File: src/rtl/d16i_pkg.sv
// d16i_pkg
// Shared constants and types for the d16i register-file write path.
//   DW          : register / write-data width
//   NREGS       : total registers (8 lo bank + 8 hi bank)
//   REG_AW      : register address width (bank bit + index)
//   HI_BANK_BIT : address bit that selects the hi bank
//   state_e     : write-port controller state (INIT clears, ARB arbitrates)
//   req_e       : requester identity, also the encoding of the RR pointer
package d16i_pkg;

    localparam int DW          = 16;
    localparam int NREGS       = 16;
    localparam int REG_AW      = 4;
    localparam int HI_BANK_BIT = 3;

    typedef enum logic {
        INIT = 1'b0,
        ARB  = 1'b1
    } state_e;

    // Index into the req/gnt vectors of the arbiter.
    typedef enum logic {
        REQ_EX  = 1'b0,
        REQ_MEM = 1'b1
    } req_e;

endpackage

File: src/rtl/regfile_wr_arb_rr_arb2.sv
// rr_arb2
// Two-way round-robin arbiter. Grant is combinational from req and the
// pointer; the pointer records the most recent winner and moves on every
// grant. On a tie the requester that did NOT win last is granted.
// Ports:
//   clk      : clock
//   rst      : synchronous active-high reset (pointer -> REQ_EX)
//   req[1:0] : request vector, bit index = req_e
//   gnt[1:0] : one-hot (or zero) grant vector, bit index = req_e
module rr_arb2
    import d16i_pkg::*;
(
    input  logic       clk,
    input  logic       rst,
    input  logic [1:0] req,
    output logic [1:0] gnt
);

    req_e ptr_q;
    req_e ptr_d;

    always_comb begin
        gnt = 2'b00;
        unique case (req)
            2'b01:   gnt = 2'b01;
            2'b10:   gnt = 2'b10;
            // Tie: favour whoever lost last time.
            2'b11:   gnt = (ptr_q == REQ_EX) ? 2'b10 : 2'b01;
            default: gnt = 2'b00;
        endcase
    end

    always_comb begin
        ptr_d = ptr_q;
        if (gnt[1]) begin
            ptr_d = REQ_MEM;
        end else if (gnt[0]) begin
            ptr_d = REQ_EX;
        end
    end

    always_ff @(posedge clk) begin
        if (rst) begin
            ptr_q <= REQ_EX;
        end else begin
            ptr_q <= ptr_d;
        end
    end

endmodule

File: src/rtl/regfile_wr_arb.sv
// regfile_wr_arb
// Write-port controller for the 16 x 16-bit register file. After reset it
// writes zero into every register (index 0..15, lo bank first), then shares
// the single write port between the execute (ex) and memory (mem) units with
// round-robin arbitration. Accepted requests appear on the write port one
// cycle after the accepting edge.
// Ports:
//   clk, rst                  : clock, synchronous active-high reset
//   ex_valid/addr/data/ready  : execute-unit write request handshake
//   mem_valid/addr/data/ready : memory-unit write request handshake
//   busy                      : clear sequence in progress
//   sel, sel_lo, sel_hi       : registered write strobe and bank enables
//   sel_gs                    : tied low
//   c_op                      : register index within the bank
//   c_bus                     : write data
module regfile_wr_arb
    import d16i_pkg::*;
#(
    parameter int DW    = 16,
    parameter int NREGS = 16
) (
    input  logic                       clk,
    input  logic                       rst,
    input  logic                       ex_valid,
    input  logic [$clog2(NREGS)-1:0]   ex_addr,
    input  logic [DW-1:0]              ex_data,
    output logic                       ex_ready,
    input  logic                       mem_valid,
    input  logic [$clog2(NREGS)-1:0]   mem_addr,
    input  logic [DW-1:0]              mem_data,
    output logic                       mem_ready,
    output logic                       busy,
    output logic                       sel,
    output logic                       sel_lo,
    output logic                       sel_hi,
    output logic                       sel_gs,
    output logic [$clog2(NREGS)-2:0]   c_op,
    output logic [DW-1:0]              c_bus
);

    localparam int AW = $clog2(NREGS);
    // Top address bit picks the bank; the rest is the in-bank index.
    localparam int HI = AW - 1;

    state_e          state_q, state_d;
    // One extra bit: the MSB flags "all indices issued", giving the last
    // clear write its own busy cycle before arbitration starts.
    logic [AW:0]     cnt_q, cnt_d;

    logic            sel_q, sel_d;
    logic            sel_lo_q, sel_lo_d;
    logic            sel_hi_q, sel_hi_d;
    logic [AW-2:0]   c_op_q, c_op_d;
    logic [DW-1:0]   c_bus_q, c_bus_d;

    logic [1:0]      arb_req;
    logic [1:0]      arb_gnt;
    logic            wr_en;
    logic [AW-1:0]   wr_addr;
    logic [DW-1:0]   wr_data;

    // Requests are only visible to the arbiter once the clear sequence is
    // done, so ready stays low and the pointer stays put during INIT.
    assign arb_req = (state_q == ARB) ? {mem_valid, ex_valid} : 2'b00;

    rr_arb2 u_rr_arb2 (
        .clk (clk),
        .rst (rst),
        .req (arb_req),
        .gnt (arb_gnt)
    );

    assign ex_ready  = arb_gnt[REQ_EX];
    assign mem_ready = arb_gnt[REQ_MEM];

    // Next-state and write-source selection.
    always_comb begin
        state_d = state_q;
        cnt_d   = cnt_q;
        wr_en   = 1'b0;
        wr_addr = '0;
        wr_data = '0;
        unique case (state_q)
            INIT: begin
                if (!cnt_q[AW]) begin
                    wr_en   = 1'b1;
                    wr_addr = cnt_q[AW-1:0];
                    cnt_d   = cnt_q + 1'b1;
                end else begin
                    state_d = ARB;
                end
            end
            ARB: begin
                if (arb_gnt[REQ_MEM]) begin
                    wr_en   = 1'b1;
                    wr_addr = mem_addr;
                    wr_data = mem_data;
                end else if (arb_gnt[REQ_EX]) begin
                    wr_en   = 1'b1;
                    wr_addr = ex_addr;
                    wr_data = ex_data;
                end
            end
            default: state_d = INIT;
        endcase
    end

    // Output pipeline stage: strobes drop to zero when nothing was accepted.
    always_comb begin
        sel_d    = wr_en;
        sel_hi_d = wr_en & wr_addr[HI];
        sel_lo_d = wr_en & ~wr_addr[HI];
        c_op_d   = wr_en ? wr_addr[AW-2:0] : '0;
        c_bus_d  = wr_en ? wr_data : '0;
    end

    always_ff @(posedge clk) begin
        if (rst) begin
            state_q  <= INIT;
            cnt_q    <= '0;
            sel_q    <= 1'b0;
            sel_lo_q <= 1'b0;
            sel_hi_q <= 1'b0;
            c_op_q   <= '0;
            c_bus_q  <= '0;
        end else begin
            state_q  <= state_d;
            cnt_q    <= cnt_d;
            sel_q    <= sel_d;
            sel_lo_q <= sel_lo_d;
            sel_hi_q <= sel_hi_d;
            c_op_q   <= c_op_d;
            c_bus_q  <= c_bus_d;
        end
    end

    assign busy   = (state_q == INIT);
    assign sel    = sel_q;
    assign sel_lo = sel_lo_q;
    assign sel_hi = sel_hi_q;
    assign sel_gs = 1'b0;
    assign c_op   = c_op_q;
    assign c_bus  = c_bus_q;

endmodule

File: config.mk
export PLATFORM = sky130hd
export DESIGN_NAME = regfile_wr_arb
export DESIGN_NICKNAME = d
export VERILOG_FILES = /design/src/rtl/d16i_pkg.sv /design/src/rtl/regfile_wr_arb_rr_arb2.sv /design/src/rtl/regfile_wr_arb.sv
export SDC_FILE = /design/constraint.sdc
export NUM_CORES = 1
export LEC_CHECK = 0
export BUFFER_PORTS_ARGS = -buffer_cell sky130_fd_sc_hd__buf_4
export CELL_PAD_IN_SITES_DETAIL_PLACEMENT = 0
export CELL_PAD_IN_SITES_GLOBAL_PLACEMENT = 1
export CORE_ASPECT_RATIO = 1.2
export CORE_UTILIZATION = 26
export CTS_CLUSTER_DIAMETER = 40
export DETAILED_ROUTE_END_ITERATION = 6
export PLACE_DENSITY_LB_ADDON = 0.1
export SYNTH_ARGS = -nofsm -noshare
export SYNTH_HDL_FRONTEND = slang
export SYNTH_SLANG_ARGS = --single-unit
File: constraint.sdc
create_clock -name clk -period 1.48 [get_ports clk]
set_clock_uncertainty 0.15 [all_clocks]
set_input_delay 0.074 -clock clk [delete_from_list [all_inputs] [get_ports clk]]
set_output_delay 0.074 -clock clk [all_outputs]
set_load 0.01 [all_outputs]
======== Yosys cells after proc, flatten, opt, wreduce, memory -nomap -nowiden ========
Index checks and enable logic that the tools add are counted.
storage, ports and cells
  flip-flop bits (word level) ............. 29
  bits of input ports ..................... 44
  output and inout bits ................... 26
operators by class
  $add $sub $neg .......................... 1
  equality and inequality tests ........... 3
  muxes and demuxes ....................... 18
  bitwise logic cells ..................... 6
  reductions and logical operators ........ 4
operators by type and width
  operator             count
  $mux 16              2
  $mux 4               3
  $pmux 4 s2           1
  $mux 1               7
  $pmux 2 s3           1
  $add 5x1->5 const B  1
  $mux 5               1
  $eq 2x2->1 const B   2
  $mux 2               2
  $not 1->1            4
  $reduce_or 3->1      1
  $and 1x1->1          2
  $eq 2x1->1 const B   1
  $pmux 1 s2           1
  $reduce_and 2->1     1
  $reduce_bool 2->1    1
  $reduce_or 2->1      1

======== Logic depth before layout (Yosys ltp) ========
Gate-level depths: netlist (run 1).
  depth in word-level cells ............... 8
  depth in mapped cells ................... 5

======== Modules after synthesis ========
Synthesis (run 1) repeated with hierarchy kept, for this count alone.
unflattened totals
  cell total of the unflattened synthesis .. 121
  area, all modules ....................... 1,192.4 µm²
modules (own cells, without submodules)
  module          times used  cells each  area each (µm²)  sequential area each (µm²)
  regfile_wr_arb  1           114         1,134.8          560.5
  rr_arb2         1           7           57.6             20.0

======== Least setup slack after synthesis (run 1) ========
OpenSTA, ideal clock, no wires.
  kind .................................... flip-flop to flip-flop
  start point ............................. register cnt_q[4]
  end point ............................... register cnt_q[3]
  library setup time ...................... 70 ps
  arrival ................................. 1,176 ps
  required time ........................... 1,260 ps
  slack ................................... 84 ps
  stages on the path, launching flop included .. 4
  path buffers ............................ 0
  clock period less this slack ............ 1,396 ps
  cell sequence ........................... dfxtp_1 -> or3b_1 -> or3_1 -> a21oi_1
on the way
  word-level cells in the longest chain between the ends .. 2
RTL lines
  element                            RTL line               RTL
  from (decl)                        regfile_wr_arb.sv:48   logic [AW:0] cnt_q, cnt_d;
  from (signal assigned)             regfile_wr_arb.sv:128  cnt_q <= cnt_d;
  $not 1->1 (no source line)         n/a
  $reduce_and 2->1 (no source line)  n/a
Every way passes these cells.
A chain may end at the register's enable or synchronous reset.

======== Worst setup path in the final report (run 1) ========
  start point ............................. register u_rr_arb2.ptr_q
  end point ............................... output ex_ready
on the way
  word-level cells in the longest chain between the ends .. 2
RTL lines
  element                 RTL line                      RTL
  from (decl)             regfile_wr_arb_rr_arb2.sv:19  req_e ptr_q;
  from (signal assigned)  regfile_wr_arb_rr_arb2.sv:46  ptr_q <= ptr_d;
  $mux 2                  regfile_wr_arb_rr_arb2.sv:28  2'b11: gnt = (ptr_q == REQ_EX) ? 2'b10 : 2'b01;
  $pmux 2 s3              regfile_wr_arb_rr_arb2.sv:24  unique case (req)
  to (decl)               regfile_wr_arb.sv:27          output logic ex_ready,
Every way passes these cells.

==> results of run 1 <==
-- metal layers --
layer,GRT usage,vias up,part of all wire
met4,0.05455,0,0.0088
met2,0.3032,48,0.51
met5,0,-,0
li1,-,742,-
met1,0.2072,671,0.43
met3,0.04217,6,0.050
-- critical path: cells and delay by family, from the launching register on --
family                 cells  cell delay [ns]
flip-flops                 1             0.32
buffers and inverters      2             0.31
AND/OR/NAND/NOR            2             0.32
-- cell usage after synthesis --
cell type	number
and3_1	1
ha_1	1
nor3b_1	2
or3_1	1
inv_1	3
and2_1	2
a41oi_1	2
nor2_1	6
nand4_1	19
o21ai_0	3
nand2b_1	1
nand3_1	20
conb_1	1
a31oi_1	3
o21a_1	1
a21oi_1	19
buf_2	4
nand2_1	6
xnor2_1	2
and3b_1	1
a2bb2oi_1	1
buf_4	1
dfxtp_1	29
clkbuf_1	9
or3b_1	1
o211ai_1	1
-- logic make-up after synthesis --
group	Yosys count	share of synthesized area
AOI/OAI and AO/OA	30	0.1436
adders and majority gates	1	0.01056
buffers and inverters	17	0.06125
other	1	0.003165
and+or+nand+nor	60	0.2767
DFF	29	0.4900
xor gates and xnor gates	2	0.01479
-- final timing paths --
| path | cells past startpoint | start | end |
|---|---|---|---|
| setup reg to reg | 3 | cnt_q[2]$_SDFFE_PP0P_ | cnt_q[3]$_SDFFE_PP0P_ |
| setup / recovery | 4 | u_rr_arb2.ptr_q$_SDFFE_PP0P_ | ex_ready |
| hold / removal | 3 | mem_addr[3] | sel_hi$_SDFF_PP0_ |
| hold reg to reg | 2 | u_rr_arb2.ptr_q$_SDFFE_PP0P_ | u_rr_arb2.ptr_q$_SDFFE_PP0P_ |
-- power breakdown --
group,switching (mW),total [mW],internal (mW)
Combinational,0.0871,0.264,0.177
Clock,0.276,0.609,0.333
Sequential,0.00892,0.805,0.796
Total,0.372,1.68,1.31
-- timing repair --
| action | in CTS | in global routing |
|---|---|---|
| hold endpoints to repair | 27 | 0 |
| hold buffers | 41 | 0 |
| setup buffers | 0 | 0 |
| resized for setup | 2 | 0 |
| setup endpoints to repair | 1 | 2 |
| pin swaps | 0 | 0 |
-- registers in the layout, indices dropped and copies added (netlist names) --
signal / count
c_op: 3
sel: 1
sel_lo: 1
u_rr_arb2.ptr_q: 1
cnt_q: 5
sel_hi: 1
state_q: 1
c_bus: 16
-- through the flow --
step	setup TNS, ns	util	area (um^2)	setup WS (ns)
2_1_floorplan	0	-	1185	0.08373
3_3_place_gp	0	0.4228	1829	0.08668
3_5_place_dp	0	0.4228	1829	0.07314
4_1_cts	0	0.5370	2323	0.03296
5_1_grt	-0.02292	0.5370	2323	-0.01527
6_report	0	0.5370	2323	0.04838
-- cell type report --
| type | count | area, um^2 | share of cell area |
|---|---|---|---|
| sequential | 29 | 581.8 | 0.2504 |
| inverter | 3 | 11.26 | 0.004847 |
| tap | 56 | 70.07 | 0.03016 |
| timing repair buffer | 124 | 1046 | 0.4502 |
| clock buffer | 8 | 80.08 | 0.03446 |
| multi-input combinational | 94 | 534.3 | 0.2299 |
-- layout by cell type, fill, tap and decap left out --
master         Yosys  routed
ha_1               1       1
and2_1             2       1
buf_12             0       1
buf_4              1      82
xnor2_1            2       2
a21oi_1           19      19
o211ai_1           1       1
dlygate4sd3_1      0      41
nand4_1           19      19
clkbuf_8           0       5
or3_1              1       1
dfxtp_1           29      28
nand2_1            6       6
nand3_1           20      20
clkbuf_1           9       3
inv_1              3       3
o21a_1             1       1
nand2b_1           1       1
and3b_1            1       1
nor3b_1            2       2
dfxtp_2            0       1
and2_4             0       1
a41oi_1            2       2
or3b_1             1       1
and3_1             1       1
a2bb2oi_1          1       1
o21ai_0            3       3
a31oi_1            3       3
nor2_1             6       6
conb_1             1       1
==> metrics.cfg, run 1 <==
[placed_design]
place_inst = 265
place_hpwl_um = 2830
io_buffers = 68
place_congestion = 0.8533

[yosys]
syn-instance-count = 140
avgSynthCellArea_um2 = 8.463
synth_seq_cells = 29
yosysUniqueCellTypes = 26
yosysWarnings = 0
syn_nets = 185
synth_top_area_frac = 0.4900
synth_top_area_cell = dfxtp_1
synth_area_um2 = 1185
yosysSeqAreaShare = 0.4900
synth_area_leaders = dfxtp_1 49%, nand4_1 10%, nand3_1 8.4%

[die]
start_util = 0.2739
die-area_um2 = 4832
die_y_um = 75.95
io_pins = 70
core-area_um2 = 4327
die_x_um = 63.63
floorplan.rows = 26

[setup_path]
cp.arrival_ns = 1.21
crit_type = flop to primary output
cp.required_ns = 1.26
critical_path.max_fanout = 7
path_cells = nand2b_1 -> buf_4 -> and2_1 -> buf_4
end_kind = primary output
worstSetupStartpointType = flop
slowest_stage = dfxtp_1
crit_path_frequent_cell = buf_4
rrSetupSlack_ns = 0.06
cpPeakStageDelay_ns = 0.32

[sta]
hold_viol = 0
clock.fmax_ghz = 0.6985
fin_crit_ns = 1.432
rsz0062_at_grt = yes
hold_ws_ns = 0.01220
finalSetupViolCount = 0
finalCritPeriodShare = 0.9673
final_max_slew_viol_count = 0

[route]
routedWlPerCell_um = 13.32
dr.pass1.iters = 4
vias = 1467
drc = 0
viasPerCell = 4.672
routed_wl_um = 4184
antenna_left = 0
drtIter0Drc = 55

[layout]
nFillCells = 422
drive_gt1_frac = 0.3488
fin_cells = 314
syn_to_final_growth_pct = 96.09
nNetsFinal = 302
n_antenna_cell = 0

[cts]
cts_buffers = 5
path_clk_slew_ns = 0.06
clkLatencyLatePin_ns = 0.27
cts_tree = yes
htreeDepth = 2
root_buffer = clkbuf_8
cts.sinks = 29
cts.path.max_buffers = 2

[global_route]
grt_antenna_before_repair = 0
grt_pass1_wl_um = 6665
overflow = 0
first_global_vias = 1424
track_usage = 0.1746
grt_max_degree = 18

[power_and_ir_drop]
ir_drop_mv = 0.4504
power_mw = 1.677
power_leakage_nw = 0.9642
pwr_density_cell_nw_per_um2 = 721.9

[hold_path]
hp-class = input pin to flop

[flow_run]
maxCapViolCount = 0

[status]
status = complete, no violations

(Power assumes the default switching activity.)
==> run 2: changes to the inputs <==
MAX_ROUTING_LAYER = met4   (was unset)
==> run 2 against run 1 <==
  * Final area unchanged
  * Worst hold slack about the same
  * Register-to-register slack about the same
  * Non-clock buffer count unchanged
  * Worst setup slack about the same
  * Critical path depth unchanged
  * Maximum frequency about the same
  * Die area unchanged
  * Clock power about the same
  * Combinational power about the same
  * Cell count unchanged
  * Largest cell class unchanged
==> metrics.cfg, run 2 (synthesis results as in run 1) <==
[status]
status = complete, no violations

[setup_path]
cp.arrival_ns = 1.21  ; about the same
worstRegToRegCells = 3  ; unchanged
timing.rr.start = cnt_q[2]$_SDFFE_PP0P_
cp.required_ns = 1.26  ; about the same
rr_endpoint = cnt_q[3]$_SDFFE_PP0P_
path_cells = nand2b_1 -> buf_4 -> and2_1 -> buf_4
critical_path.max_fanout = 7  ; unchanged
crit_path_frequent_cell = buf_4
cpPeakStageDelay_ns = 0.32  ; about the same
worstSetupStartpointType = flop
slowest_stage = dfxtp_1
end_kind = primary output
rrSetupSlack_ns = 0.06  ; about the same
crit_type = flop to primary output

[global_route]
track_usage = 0.1795  ; +0.004917
grt_max_degree = 18  ; unchanged
grt_pass1_wl_um = 6658  ; -0.11%
grt_antenna_before_repair = 0  ; unchanged
overflow = 0  ; unchanged
first_global_vias = 1425  ; +0.070%

[cts]
htreeDepth = 2  ; unchanged
post_cts_buffers = 0  ; unchanged
clkLatencyLatePin_ns = 0.27  ; about the same
cts_buffers = 5  ; unchanged
cts_tree = yes
cts.path.max_buffers = 2  ; unchanged
cts.sinks = 29  ; unchanged
root_buffer = clkbuf_8
path_clk_slew_ns = 0.06  ; about the same

[route]
routedWlPerCell_um = 13.29  ; -0.29%
drtIter0Drc = 55  ; unchanged
drc = 0  ; unchanged
dr.pass1.iters = 4  ; unchanged
vias = 1456  ; -0.75%
antenna_left = 0  ; unchanged
viasPerCell = 4.637  ; -0.75%
routed_wl_um = 4172  ; -0.29%

[sta]
final_max_slew_viol_count = 0  ; unchanged
setup_tns_ns = 0  ; unchanged
finalSetupViolCount = 0  ; unchanged
hold_viol = 0  ; unchanged
rsz0062_at_grt = yes
clock.fmax_ghz = 0.6986  ; about the same
finalCritPeriodShare = 0.9672  ; about the same
setup_slack_ns = 0.04858  ; +0.0001981 ns
fin_crit_ns = 1.431  ; -0.0001981 ns

[die]
die-area_um2 = 4832  ; unchanged
core-area_um2 = 4327  ; unchanged
die_x_um = 63.63  ; unchanged
floorplan.rows = 26  ; unchanged
die_y_um = 75.95  ; unchanged
io_pins = 70  ; unchanged
start_util = 0.2739  ; unchanged

[power_and_ir_drop]
ir_drop_mv = 0.4503  ; about the same
power_leakage_nw = 0.9642  ; unchanged
pwr_density_cell_nw_per_um2 = 721.3  ; about the same

[layout]
finish.utilization = 0.5370  ; unchanged
nNetsFinal = 302  ; unchanged
final_cell_mix = 82 x buf_4, 41 x dlygate4sd3_1, 28 x dfxtp_1, 20 x nand3_1
final_common_cell = buf_4
n_antenna_cell = 0  ; unchanged
nFillCells = 422  ; unchanged
syn_to_final_growth_pct = 96.09  ; unchanged
largest_reg_flops = 16  ; unchanged
drive_gt1_frac = 0.3488  ; unchanged
fin_cells = 314  ; unchanged

[hold_path]
whs_path_depth = 3  ; unchanged
min_to = sel_hi$_SDFF_PP0_
hold_start = mem_addr[3]
hp-class = input pin to flop

[flow_run]
maxCapViolCount = 0  ; unchanged

[placed_design]
place_hpwl_um = 2830  ; unchanged
io_buffers = 68  ; unchanged
pre_cts_slack_ns = 0.07314  ; unchanged
place_inst = 265  ; unchanged
place_congestion = 0.8668  ; +1.6%

run 2: cell counts in the layout (fill, tap and decap cells not counted):
Identical to the previous run, type by type.
run 2: worst max-delay path by stage:
| stage | start | endpoint | slack, ns | cells after the start |
|---|---|---|---|---|
| final | u_rr_arb2.ptr_q$_SDFFE_PP0P_ | ex_ready | 0.05 | 4 |
| after global routing | u_rr_arb2.ptr_q$_SDFFE_PP0P_ | mem_ready | -0.02 | 4 |
| after CTS | u_rr_arb2.ptr_q$_SDFFE_PP0P_ | mem_ready | 0.03 | 4 |
| after detailed placement | state_q$_SDFF_PP0_ | cnt_q[3]$_SDFFE_PP0P_ | 0.07 | 3 |
| after global placement | state_q$_SDFF_PP0_ | cnt_q[3]$_SDFFE_PP0P_ | 0.09 | 3 |
| after floorplan | cnt_q[4]$_SDFFE_PP0N_ | cnt_q[3]$_SDFFE_PP0P_ | 0.08 | 3 |
run 2: worst max-delay path, delay by kind of cell (launching register included):
kind,cells,cell delay (ns)
DFF,1,0.32
and+or+nand+nor,2,0.32
buffers and inverters,2,0.31
run 2: area by class of cell:
class	count	area, um^2	share of cell area
Inverter	3	11.26	0.004847
Clock buffer	8	80.08	0.03446
Multi-Input combinational cell	94	534.3	0.2299
Tap cell	56	70.07	0.03016
Timing Repair Buffer	124	1046	0.4502
Sequential cell	29	581.8	0.2504
run 2: per-layer routing:
layer | wire length [um] | vias to the layer above | part of all wire | GRT usage
met4 | 27 | 0 | 0.0065 | 0.05455
met5 | 0 | - | 0 | -
li1 | - | 743 | - | -
met3 | 186 | 4 | 0.045 | 0.04217
met2 | 2169 | 40 | 0.52 | 0.3032
met1 | 1789 | 669 | 0.43 | 0.2072
run 2: where the power goes:
group          internal (mW)  total [mW]  switching, mW
Combinational          0.177       0.264         0.0868
Sequential             0.796       0.805        0.00892
Clock                  0.333       0.607          0.274
run 2: stage by stage:
| step | hold WS (ns) | power (mW) | area (um^2) |
|---|---|---|---|
| finish | 0.01242 | 1.676 | 2323 |
| floorplan | 0.07170 | 0.8699 | 1185 |
| global route | 0.02164 | 1.762 | 2323 |
| detailed placement | 0.1703 | 0.9970 | 1829 |
| CTS | 0.008088 | 1.693 | 2323 |
| global placement | 0.1644 | 0.9945 | 1829 |
run 2: repair_timing:
item,in CTS,in global routing
resized for setup,2,0
hold endpoints to repair,27,0
hold buffers,41,0
setup endpoints to repair,1,2
==> run 3: changes to the inputs <==
CTS_CLUSTER_DIAMETER = 50   (was 40)
HOLD_SLACK_MARGIN = 0.03   (was unset)
==> run 3 against run 2 <==
  * Cell count up 0.96%
  * Register-to-register slack is essentially flat
  * Sequential share of layout area down 0.32 points
  * Clock-buffer cell count is the same
  * Via count rose by 1.0%
  * Combinational power is 2% higher
  * First-iteration DRC count is 29% higher
  * Sequential cell count did not move
  * Critical path depth is the same
  * Worst hold slack better by 0.15 ns
==> metrics.cfg, run 3 (synthesis results as in run 1) <==
[route]
drc = 0  ; unchanged
viasPerCell = 4.640  ; about the same
routedWlPerCell_um = 13.32  ; +0.24%
vias = 1471  ; +1.0%
antenna_left = 0  ; unchanged
dr.pass1.iters = 4  ; unchanged
routed_wl_um = 4222  ; +1.2%
drtIter0Drc = 71  ; +29%

[die]
die_x_um = 63.63  ; unchanged
io_pins = 70  ; unchanged
floorplan.rows = 26  ; unchanged
die_y_um = 75.95  ; unchanged
start_util = 0.2739  ; unchanged
die-area_um2 = 4832  ; unchanged
core-area_um2 = 4327  ; unchanged

[cts]
cts.sinks = 29  ; unchanged
cts_buffers = 5  ; unchanged
path_clk_slew_ns = 0.06  ; about the same
root_buffer = clkbuf_8
cts.path.max_buffers = 2  ; unchanged
post_cts_buffers = 0  ; unchanged
clkLatencyLatePin_ns = 0.27  ; about the same
cts_tree = yes
htreeDepth = 2  ; unchanged

[placed_design]
place_congestion = 0.8668  ; unchanged
io_buffers = 68  ; unchanged
place_hpwl_um = 2830  ; unchanged
place_inst = 265  ; unchanged

[sta]
finalCritPeriodShare = 0.9704  ; +0.003269
finalSetupViolCount = 0  ; unchanged
fin_crit_ns = 1.436  ; +0.004838 ns
clock.fmax_ghz = 0.6963  ; -0.34%
rsz0062_at_grt = yes
setup_tns_ns = 0  ; unchanged
final_max_slew_viol_count = 0  ; unchanged
hold_ws_ns = 0.1591  ; +0.1467 ns
hold_viol = 0  ; unchanged

[setup_path]
critical_path.max_fanout = 13  ; +6
crit_buf_inv = 2  ; unchanged
cp.arrival_ns = 1.21  ; about the same
cpPeakStageDelay_ns = 0.35  ; +0.03 ns
worstSetupStartpointType = flop
crit_family = flip-flops
crit_type = flop to primary output
path_cells = and2_4 -> buf_12 -> and2_1 -> buf_4
cp.required_ns = 1.26  ; about the same
end_kind = primary output
slowest_stage = dfxtp_2

[global_route]
grt_max_degree = 18  ; unchanged
track_usage = 0.1811  ; +0.001600
first_global_vias = 1439  ; +0.98%
grt_antenna_before_repair = 0  ; unchanged
grt_pass1_wl_um = 6713  ; +0.83%
overflow = 0  ; unchanged

[power_and_ir_drop]
power_leakage_nw = 0.9767  ; +1.3%
power_mw = 1.685  ; +0.53%
ir_drop_mv = 0.4490  ; -0.28%
pwr_density_cell_nw_per_um2 = 715.9  ; -0.75%

[layout]
nFillCells = 420  ; -0.47%
final_cell_mix = 82 x buf_4, 44 x dlygate4sd3_1, 28 x dfxtp_1, 20 x nand3_1
fin_cells = 317  ; +0.96%
largest_reg_flops = 16  ; unchanged
final_common_cell = buf_4
nNetsFinal = 305  ; +0.99%
syn_to_final_growth_pct = 98.63
finish.utilization = 0.5440  ; +0.006940
n_antenna_cell = 0  ; unchanged
drive_gt1_frac = 0.3448  ; -0.004010

[status]
status = complete, no violations

[hold_path]
hp-class = input pin to flop

[flow_run]
maxCapViolCount = 0  ; unchanged

## run 3: cell count changes in the layout (fill, tap and decap cells not counted)
| cell | change |
|---|---|
| dlygate4sd3_1 | +3 |
## run 3: worst paths after layout
kind	to	from	slack (ns)	depth (start not counted)
setup / recovery	ex_ready	state_q$_SDFF_PP0_	0.04	4
hold reg to reg	cnt_q[3]$_SDFFE_PP0P_	cnt_q[3]$_SDFFE_PP0P_	0.36	2
setup reg to reg	cnt_q[3]$_SDFFE_PP0P_	cnt_q[2]$_SDFFE_PP0P_	0.06	3
hold / removal	sel$_SDFF_PP0_	ex_valid	0.16	5
## run 3: worst reg2reg max path, stage by stage (launching register included)
cell     delay [ns]
dfxtp_1        0.35
or3b_1         0.37
or3_1          0.35
a21oi_1        0.13
## run 3: per-stage QoR
stage	area, um^2	worst slack, ns
after floorplan	1185	0.08373
after global placement	1829	0.08668
after detailed placement	1829	0.07314
after CTS	2354	0.03296
after global routing	2354	-0.01527
final	2354	0.04374
## run 3: report_power, final
part,switching [mW],internal [mW]
Clock,0.277,0.333
Sequential,0.00898,0.796
Combinational,0.0882,0.182
Total,0.374,1.31
## run 3: cell type report
cell class | instances | area, um^2 | area share
clock buffer | 8 | 80.08 | 0.03402
inverter | 3 | 11.26 | 0.004785
multi-input combinational | 94 | 534.3 | 0.2270
sequential | 29 | 581.8 | 0.2472
tap | 56 | 70.07 | 0.02977
timing repair buffer | 127 | 1076 | 0.4572
## run 3: per-layer routing
layer	global-route usage	vias to the layer above	wire length [um]
met4	0.05682	0	30
met2	0.3053	39	2197
li1	-	747	-
met1	0.2091	681	1806
met5	-	-	0
met3	0.04217	4	187
## run 3: repair_timing
item / CTS / global route
endpoints found under the setup margin: 1 / 2
hold buffers: 44 / 0
resized for setup: 2 / 0
endpoints found under the hold margin: 28 / 0
